==> config.mk <==
export PLATFORM = sky130hd
export DESIGN_NAME = regfile_wb_arbiter_flat
export DESIGN_NICKNAME = d
export VERILOG_FILES = /design/src/rtl/regfile_wb_arbiter_pkg.sv /design/src/rtl/regfile_wb_arbiter_if.sv /design/src/rtl/regfile_wb_arbiter_wb_slot.sv /design/src/rtl/regfile_wb_arbiter.sv /design/src/flat_wrapper.sv
export SDC_FILE = /design/constraint.sdc
export NUM_CORES = 1
export LEC_CHECK = 0
export CAP_MARGIN = 20
export CORE_MARGIN = 1.5
export CORE_UTILIZATION = 47
export CTS_CLUSTER_DIAMETER = 80
export DETAILED_ROUTE_END_ITERATION = 8
export PLACE_DENSITY = 0.8
export SYNTH_ARGS = -nofsm -noshare
export SYNTH_HDL_FRONTEND = slang
export SYNTH_SLANG_ARGS = --single-unit
export TNS_END_PERCENT = 50
==> constraint.sdc <==
create_clock -name clk -period 1.6 [get_ports clk]
set_clock_uncertainty 0.15 [all_clocks]
set_input_delay 0.32 -clock clk [delete_from_list [all_inputs] [get_ports clk]]
set_output_delay 0.32 -clock clk [all_outputs]
set_load 0.01 [all_outputs]
==> src/rtl/regfile_wb_arbiter_pkg.sv <==
// rtl/regfile_wb_arbiter_pkg.sv - shared widths, source encoding and writeback request type
package regfile_wb_arbiter_pkg;

  localparam int DEF_XLEN = 32;
  localparam int DEF_AW   = 5;

  localparam logic SRC_ALU = 1'b0;
  localparam logic SRC_MEM = 1'b1;

  typedef struct packed {
    logic                valid;
    logic [DEF_AW-1:0]   rd;
    logic [DEF_XLEN-1:0] wd;
  } wb_req_t;

endpackage

==> src/rtl/regfile_wb_arbiter_if.sv <==
// rtl/regfile_wb_arbiter_if.sv - writeback request and regfile write bundle (REGFILE_WB_PENDCHK_EN adds chk_rs/chk_pend)
interface regfile_wb_arbiter_if #(
  parameter int XLEN = regfile_wb_arbiter_pkg::DEF_XLEN,
  parameter int AW   = regfile_wb_arbiter_pkg::DEF_AW
);

  logic            alu_valid;
  logic            alu_ready;
  logic [AW-1:0]   alu_rd;
  logic [XLEN-1:0] alu_wd;
  logic            mem_valid;
  logic            mem_ready;
  logic [AW-1:0]   mem_rd;
  logic [XLEN-1:0] mem_wd;
  logic            rf_we;
  logic [AW-1:0]   rf_rd;
  logic [XLEN-1:0] rf_wd;
  logic            rf_src;

`ifdef REGFILE_WB_PENDCHK_EN
  logic [AW-1:0]   chk_rs;
  logic            chk_pend;

  modport master (
    output alu_valid, alu_rd, alu_wd, mem_valid, mem_rd, mem_wd, chk_rs,
    input  alu_ready, mem_ready, rf_we, rf_rd, rf_wd, rf_src, chk_pend
  );
  modport slave (
    input  alu_valid, alu_rd, alu_wd, mem_valid, mem_rd, mem_wd, chk_rs,
    output alu_ready, mem_ready, rf_we, rf_rd, rf_wd, rf_src, chk_pend
  );
`else
  modport master (
    output alu_valid, alu_rd, alu_wd, mem_valid, mem_rd, mem_wd,
    input  alu_ready, mem_ready, rf_we, rf_rd, rf_wd, rf_src
  );
  modport slave (
    input  alu_valid, alu_rd, alu_wd, mem_valid, mem_rd, mem_wd,
    output alu_ready, mem_ready, rf_we, rf_rd, rf_wd, rf_src
  );
`endif

endinterface

==> src/rtl/regfile_wb_arbiter_wb_slot.sv <==
// rtl/regfile_wb_arbiter_wb_slot.sv - one-entry writeback holding buffer with x0 filter
module wb_slot
  import regfile_wb_arbiter_pkg::*;
#(
  parameter int XLEN = DEF_XLEN,
  parameter int AW   = DEF_AW
) (
  input  logic            clk,
  input  logic            rst_n,
  input  logic            i_valid,
  output logic            o_ready,
  input  logic [AW-1:0]   i_rd,
  input  logic [XLEN-1:0] i_wd,
  input  logic            i_grant,
  output logic            o_v,
  output logic [AW-1:0]   o_rd,
  output logic [XLEN-1:0] o_wd
);

  logic            r_v;
  logic [AW-1:0]   r_rd;
  logic [XLEN-1:0] r_wd;
  logic            w_ready;

  // Ready looks only at local state and the grant, never at i_valid.
  assign w_ready = !r_v || i_grant;

  always_ff @(posedge clk) begin
    if (!rst_n) begin
      r_v  <= 1'b0;
      r_rd <= '0;
      r_wd <= '0;
    end else if (i_valid && w_ready) begin
      r_v  <= (i_rd != '0);
      r_rd <= i_rd;
      r_wd <= i_wd;
    end else if (i_grant) begin
      r_v <= 1'b0;
    end
  end

  assign o_ready = w_ready;
  assign o_v     = r_v;
  assign o_rd    = r_rd;
  assign o_wd    = r_wd;

endmodule

==> src/rtl/regfile_wb_arbiter.sv <==
// rtl/regfile_wb_arbiter.sv - arbitrates ALU/load writebacks onto one registered regfile write port
// REGFILE_WB_PENDCHK_EN adds the chk_rs/chk_pend in-flight destination lookup.
module regfile_wb_arbiter
  import regfile_wb_arbiter_pkg::*;
#(
  parameter int XLEN       = DEF_XLEN,
  parameter int AW         = DEF_AW,
  parameter int STARVE_MAX = 3
) (
  input  logic                 clk,
  input  logic                 rst_n,
  regfile_wb_arbiter_if.slave  wb
);

  logic            w_alu_v;
  logic [AW-1:0]   w_alu_rd;
  logic [XLEN-1:0] w_alu_wd;
  logic            w_mem_v;
  logic [AW-1:0]   w_mem_rd;
  logic [XLEN-1:0] w_mem_wd;
  logic            w_gnt_alu;
  logic            w_gnt_mem;
  logic            w_force_alu;

  logic            r_we;
  logic [AW-1:0]   r_rd;
  logic [XLEN-1:0] r_wd;
  logic            r_src;
  logic [3:0]      r_starve;

  wb_slot #(.XLEN(XLEN), .AW(AW)) u_alu_slot (
    .clk     (clk),
    .rst_n   (rst_n),
    .i_valid (wb.alu_valid),
    .o_ready (wb.alu_ready),
    .i_rd    (wb.alu_rd),
    .i_wd    (wb.alu_wd),
    .i_grant (w_gnt_alu),
    .o_v     (w_alu_v),
    .o_rd    (w_alu_rd),
    .o_wd    (w_alu_wd)
  );

  wb_slot #(.XLEN(XLEN), .AW(AW)) u_mem_slot (
    .clk     (clk),
    .rst_n   (rst_n),
    .i_valid (wb.mem_valid),
    .o_ready (wb.mem_ready),
    .i_rd    (wb.mem_rd),
    .i_wd    (wb.mem_wd),
    .i_grant (w_gnt_mem),
    .o_v     (w_mem_v),
    .o_rd    (w_mem_rd),
    .o_wd    (w_mem_wd)
  );

  // Loads normally win; a starved ALU entry takes the port once it has lost STARVE_MAX times.
  assign w_force_alu = (r_starve == 4'(STARVE_MAX));
  assign w_gnt_mem   = w_mem_v && !(w_alu_v && w_force_alu);
  assign w_gnt_alu   = w_alu_v && !w_gnt_mem;

  always_ff @(posedge clk) begin
    if (!rst_n) begin
      r_we     <= 1'b0;
      r_rd     <= '0;
      r_wd     <= '0;
      r_src    <= SRC_ALU;
      r_starve <= '0;
    end else begin
      r_we <= w_gnt_alu || w_gnt_mem;
      if (w_gnt_mem) begin
        r_rd  <= w_mem_rd;
        r_wd  <= w_mem_wd;
        r_src <= SRC_MEM;
      end else if (w_gnt_alu) begin
        r_rd  <= w_alu_rd;
        r_wd  <= w_alu_wd;
        r_src <= SRC_ALU;
      end
      if (w_alu_v && w_gnt_mem) begin
        if (!w_force_alu) r_starve <= r_starve + 4'd1;
      end else begin
        r_starve <= '0;
      end
    end
  end

  assign wb.rf_we  = r_we;
  assign wb.rf_rd  = r_rd;
  assign wb.rf_wd  = r_wd;
  assign wb.rf_src = r_src;

`ifdef REGFILE_WB_PENDCHK_EN
  assign wb.chk_pend = (wb.chk_rs != '0) &&
                       ((w_alu_v && (w_alu_rd == wb.chk_rs)) ||
                        (w_mem_v && (w_mem_rd == wb.chk_rs)) ||
                        (r_we    && (r_rd     == wb.chk_rs)));
`endif

endmodule

==> src/flat_wrapper.sv <==
// flat-port wrapper written by rule: the top's interface ports become plain ports
module regfile_wb_arbiter_flat import regfile_wb_arbiter_pkg::*;
#(
  parameter int XLEN       = DEF_XLEN,
  parameter int AW         = DEF_AW,
  parameter int STARVE_MAX = 3
)
  (clk, rst_n, wb_alu_valid, wb_alu_rd, wb_alu_wd, wb_mem_valid, wb_mem_rd, wb_mem_wd, wb_alu_ready, wb_mem_ready, wb_rf_we, wb_rf_rd, wb_rf_wd, wb_rf_src);
  regfile_wb_arbiter_if #(.XLEN(XLEN), .AW(AW)) wb_i ();
  input  logic clk;
  input  logic rst_n;
  input wire logic [$bits(wb_i.alu_valid)-1:0] wb_alu_valid;
  input wire logic [$bits(wb_i.alu_rd)-1:0] wb_alu_rd;
  input wire logic [$bits(wb_i.alu_wd)-1:0] wb_alu_wd;
  input wire logic [$bits(wb_i.mem_valid)-1:0] wb_mem_valid;
  input wire logic [$bits(wb_i.mem_rd)-1:0] wb_mem_rd;
  input wire logic [$bits(wb_i.mem_wd)-1:0] wb_mem_wd;
  output wire logic [$bits(wb_i.alu_ready)-1:0] wb_alu_ready;
  output wire logic [$bits(wb_i.mem_ready)-1:0] wb_mem_ready;
  output wire logic [$bits(wb_i.rf_we)-1:0] wb_rf_we;
  output wire logic [$bits(wb_i.rf_rd)-1:0] wb_rf_rd;
  output wire logic [$bits(wb_i.rf_wd)-1:0] wb_rf_wd;
  output wire logic [$bits(wb_i.rf_src)-1:0] wb_rf_src;
  assign wb_i.alu_valid = wb_alu_valid;
  assign wb_i.alu_rd = wb_alu_rd;
  assign wb_i.alu_wd = wb_alu_wd;
  assign wb_i.mem_valid = wb_mem_valid;
  assign wb_i.mem_rd = wb_mem_rd;
  assign wb_i.mem_wd = wb_mem_wd;
  assign wb_alu_ready = wb_i.alu_ready;
  assign wb_mem_ready = wb_i.mem_ready;
  assign wb_rf_we = wb_i.rf_we;
  assign wb_rf_rd = wb_i.rf_rd;
  assign wb_rf_wd = wb_i.rf_wd;
  assign wb_rf_src = wb_i.rf_src;
  regfile_wb_arbiter #(.XLEN(XLEN), .AW(AW), .STARVE_MAX(STARVE_MAX)) u_core (.clk(clk), .rst_n(rst_n), .wb(wb_i));
endmodule
==> run_results.csv, run 1 <==
group,metric,value,unit
power_and_ir_drop,p_per_area,1000,mW/mm2
worst_setup_path,max_stage_delay,0.33,ns
global_routing,track_usage,0.266,
global_routing,grt_pass1_wl,29300,um
die,core-area,0.0127,mm2
logic_synthesis,synth_edf_count,0,
clock_tree,clkSinkCount,119,
logic_synthesis,netlist-cell-type-count,29,
detailed_routing,first_iter_violations,406,
detailed_routing,drc_errors,0,
worst_setup_path,crit_slowest_cell,"dfxtp_2",
placement,hpwl,10500,um
logic_synthesis,synthFlopType,"dfxtp_1",
power_and_ir_drop,internal_power,6.60,mW
timing,setup_viol,114,
logic_synthesis,ys_seq_area_frac,0.388,
die,die_area,0.0138,mm2
clock_tree,htreeDepth,4,
detailed_routing,routed_wl,18200,um
worst_setup_path,path_cells,"ha_4, nor3b_4, buf_6, a21boi_4, nand2_4, buf_6",
worst_setup_path,path_common_cell,"buf_6",
worst_setup_path,critical-path-top-delay-family,"flip-flops",
clock_tree,cts_root_buffer,"clkbuf_16",
worst_setup_path,critPathLaunchType,"register",
die,ios,119,
run_status,violations,"negative setup slack",
worst_setup_path,path_max_fanout,2,
power_and_ir_drop,comb_power_share,0.144,
worst_hold_path,min_path_type,"in -> reg",
clock_tree,cts_max_path_buffers,2,
die,initial_utilization,0.485,
clock_tree,cts_tree,"built",
power_and_ir_drop,p_switching,2.08,mW
global_routing,antenna_found_initial,0,
finish,final_nets,906,
detailed_routing,ant_nets,0,
timing,final.setup.tns,-25.19,ns
detailed_routing,post_drt_wl_per_cell,17.9,um
logic_synthesis,syn_nets,782,
power_and_ir_drop,power,8.68,mW
finish,antenna_cells,0,
logic_synthesis,synthArstFlopShare,0,
timing,fmax,503,MHz
global_routing,first_global_vias,5915,
timing,relSlewSlack,0.809,
clock_tree,cts.reportedPaths.clkPinSlew,0.06,ns
power_and_ir_drop,sw_frac_of_total,0.240,
timing,worstMarginPinSlew,0.287,ns
logic_synthesis,syn-cell-area,0.00614,mm2
worst_setup_path,crit_arrival,1.52,ns
logic_synthesis,synthCells,703,
placement,gp_congestion,0.825,
global_routing,grt_start_max_net_pins,63,
timing,finalMaxSlewViolations,0,
die,die_y,117,um
global_routing,grt.overflow.total,0,
timing,min_period_over_period,1.24,
logic_synthesis,ys_seq_elements,119,
clock_tree,clk_latency,0.42,ns
logic_synthesis,avgSynthCellArea,8.74,um2
die,die_w,117,um
worst_setup_path,required,1.13,ns
worst_setup_path,path_buf_inv,2,
job,cap_viol_max_count,0,
run_status,status,"complete, but fails checks",
power_and_ir_drop,power_frac_seq,0.382,
timing,finalCriticalPeriod,1.99,ns
power_and_ir_drop,clockPowerShare,0.474,
timing,hold_violations,0,
finish,area_delta_synth_final,41.2,%
power_and_ir_drop,power_leakage,3.58,nW
finish,post_route_cells_drive_above_1_share,0.175,
timing,rsz0062_at_grt,"yes",
clock_tree,cts-hold-fix-buffers,0,
die,rows,41,
worst_setup_path,cp-end-kind,"output pin",
detailed_routing,drt_pass1_iterations,5,
detailed_routing,vias,5885,
detailed_routing,viasPerCell,5.82,
logic_synthesis,ys.warnings.count,0,
placement,io_buffers,118,
timing,worst_slack,-0.387,ns
power_and_ir_drop,vdd_drop_max,0.950,mV
clock_tree,numCtsBuffers,17,
worst_setup_path,criticalPathCategory,"reg -> out",
[timing repair]
action | 4_1_cts | 5_1_grt
gates resized for setup | 80 | 16
cloned | 6 | 0
setup endpoints to repair | 148 | 117
buffers inserted | 17 | 8
pin swaps | 6 | 4
[per-stage QoR]
| stage | cell area (um2) | cells | util | worst slack [ns] | hold WS, ns |
|---|---|---|---|---|---|
| after floorplan | 6190 | 703 | - | -0.0950 | 0.279 |
| after global placement | 7680 | 957 | 0.606 | -0.335 | 0.290 |
| after detailed placement | 7680 | 957 | 0.606 | -0.402 | 0.292 |
| after CTS | 8680 | 1011 | 0.685 | -0.407 | 0.0905 |
| after global routing | 8670 | 1012 | 0.685 | -0.438 | 0.0998 |
| final | 8670 | 1012 | 0.685 | -0.387 | 0.0987 |
[per-layer routing]
layer  part of all wire  GRT usage  wire length (um)
met1               0.40      0.306              7310
met2               0.49      0.453              8960
met3              0.065     0.0730              1180
met4              0.039      0.132               709
met5                  0          0                 0
[layout by cell type (no fill, tap or decap), types with 2 or more instances in the layout]
cell,n
and4_1,37
buf_12,17
buf_16,3
buf_4,33
buf_6,9
buf_8,5
bufinv_16,4
clkbuf_1,3
clkbuf_16,17
clkbuf_8,5
clkdlybuf4s50_1,75
clkinv_2,3
dfxtp_1,116
dfxtp_2,2
dlygate4sd2_1,39
mux2_2,37
mux2i_1,72
mux2i_2,2
nand2_1,186
nand3_1,2
nand3b_1,38
nand4_1,74
nand4b_1,37
o21a_1,2
o21ai_0,2
or4_1,2
[cell usage after synthesis (2+ instances only)]
library cell,number,area share
nand4b_1,37,0.053
mux2i_1,74,0.12
buf_2,14,0.011
o21ai_0,2,0.0016
nand3_1,3,0.0024
nand2_1,187,0.11
buf_1,9,0.0055
o21a_1,3,0.0037
nand3b_1,38,0.046
and4_1,37,0.053
buf_6,4,0.0073
mux2_2,37,0.068
nand4_1,74,0.075
buf_4,2,0.0024
dfxtp_1,119,0.39
or4_1,2,0.0024
clkbuf_1,49,0.030
[final cells by class]
class | instances | area, um2
sequential | 119 | 2390
fill | 961 | 4000
multi-input combinational | 506 | 3480
clock inverter | 8 | 143
tap | 172 | 215
clock buffer | 24 | 492
timing repair buffer | 183 | 1960
[worst register-to-register path: cells and delay by family, from the launching register on]
kind            cells  cell delay, ns
fa+ha+maj           1            0.13
simple gates        1            0.21
flops               1            0.35
compound gates      1            0.22
mux                 1            0.18
buf+inv             5            0.62
[flip-flops by register name (all words and copies together) (netlist names)]
name,count
u_core.wb.rf_wd,32
u_core.u_mem_slot.o_rd,5
u_core.r_starve,4
u_core.wb.rf_we,1
u_core.u_mem_slot.o_wd,32
u_core.u_alu_slot.o_rd,5
u_core.u_mem_slot.o_v,1
u_core.wb.rf_rd,5
u_core.wb.rf_src,1
u_core.u_alu_slot.o_v,1
u_core.u_alu_slot.o_wd,32
[power groups by stage]
stage,clock network [mW],registers [mW],logic (mW)
floorplan,0,3.36,0.617
global route,4.32,3.34,1.34
finish,4.11,3.32,1.25
CTS,4.14,3.31,1.25
detailed placement,0,3.37,1.15
global placement,0,3.36,1.11
[cell families (layout without fill, tap and decap cells)]
family                   Yosys count  count (layout)  share of synthesized area
AND/OR/NAND/NOR                  384             384                      0.354
AO/OA/AOI/OAI                      9               9                    0.00977
multiplexers                     111             111                      0.188
flip-flops                       119             119                      0.388
adder cells (fa/ha/maj)            1               1                    0.00204
buffers and inverters             78             215                     0.0566
XOR/XNOR                           1               1                    0.00143
[final timing paths]
path / from / to / slack [ns] / cells past startpoint
worst max register to register: u_core.r_starve[0]$_SDFFE_PN0P_ / u_core.u_alu_slot.o_wd[5]$_SDFFE_PN0P_ / -0.33 / 9
worst min register to register: u_core.u_alu_slot.o_wd[15]$_SDFFE_PN0P_ / u_core.u_alu_slot.o_wd[15]$_SDFFE_PN0P_ / 0.30 / 2
worst max-delay path: u_core.r_starve[0]$_SDFFE_PN0P_ / wb_alu_ready / -0.39 / 6
worst min-delay path: rst_n / u_core.wb.rf_wd[0]$_SDFFE_PN0P_ / 0.1 / 3
Power figures use the tool's default switching activity.
==> run 2, diff against run 1 <==
--- a/config.mk
+++ b/config.mk
@@ -8,7 +8,7 @@
 export CAP_MARGIN = 20
 export CORE_MARGIN = 1.5
 export CORE_UTILIZATION = 47
-export CTS_CLUSTER_DIAMETER = 80
+export CTS_CLUSTER_DIAMETER = 50
 export DETAILED_ROUTE_END_ITERATION = 8
 export PLACE_DENSITY = 0.8
 export SYNTH_ARGS = -nofsm -noshare
==> results of run 2 <==
No change in the layout: final DEF, timing and power equal those of run 1.
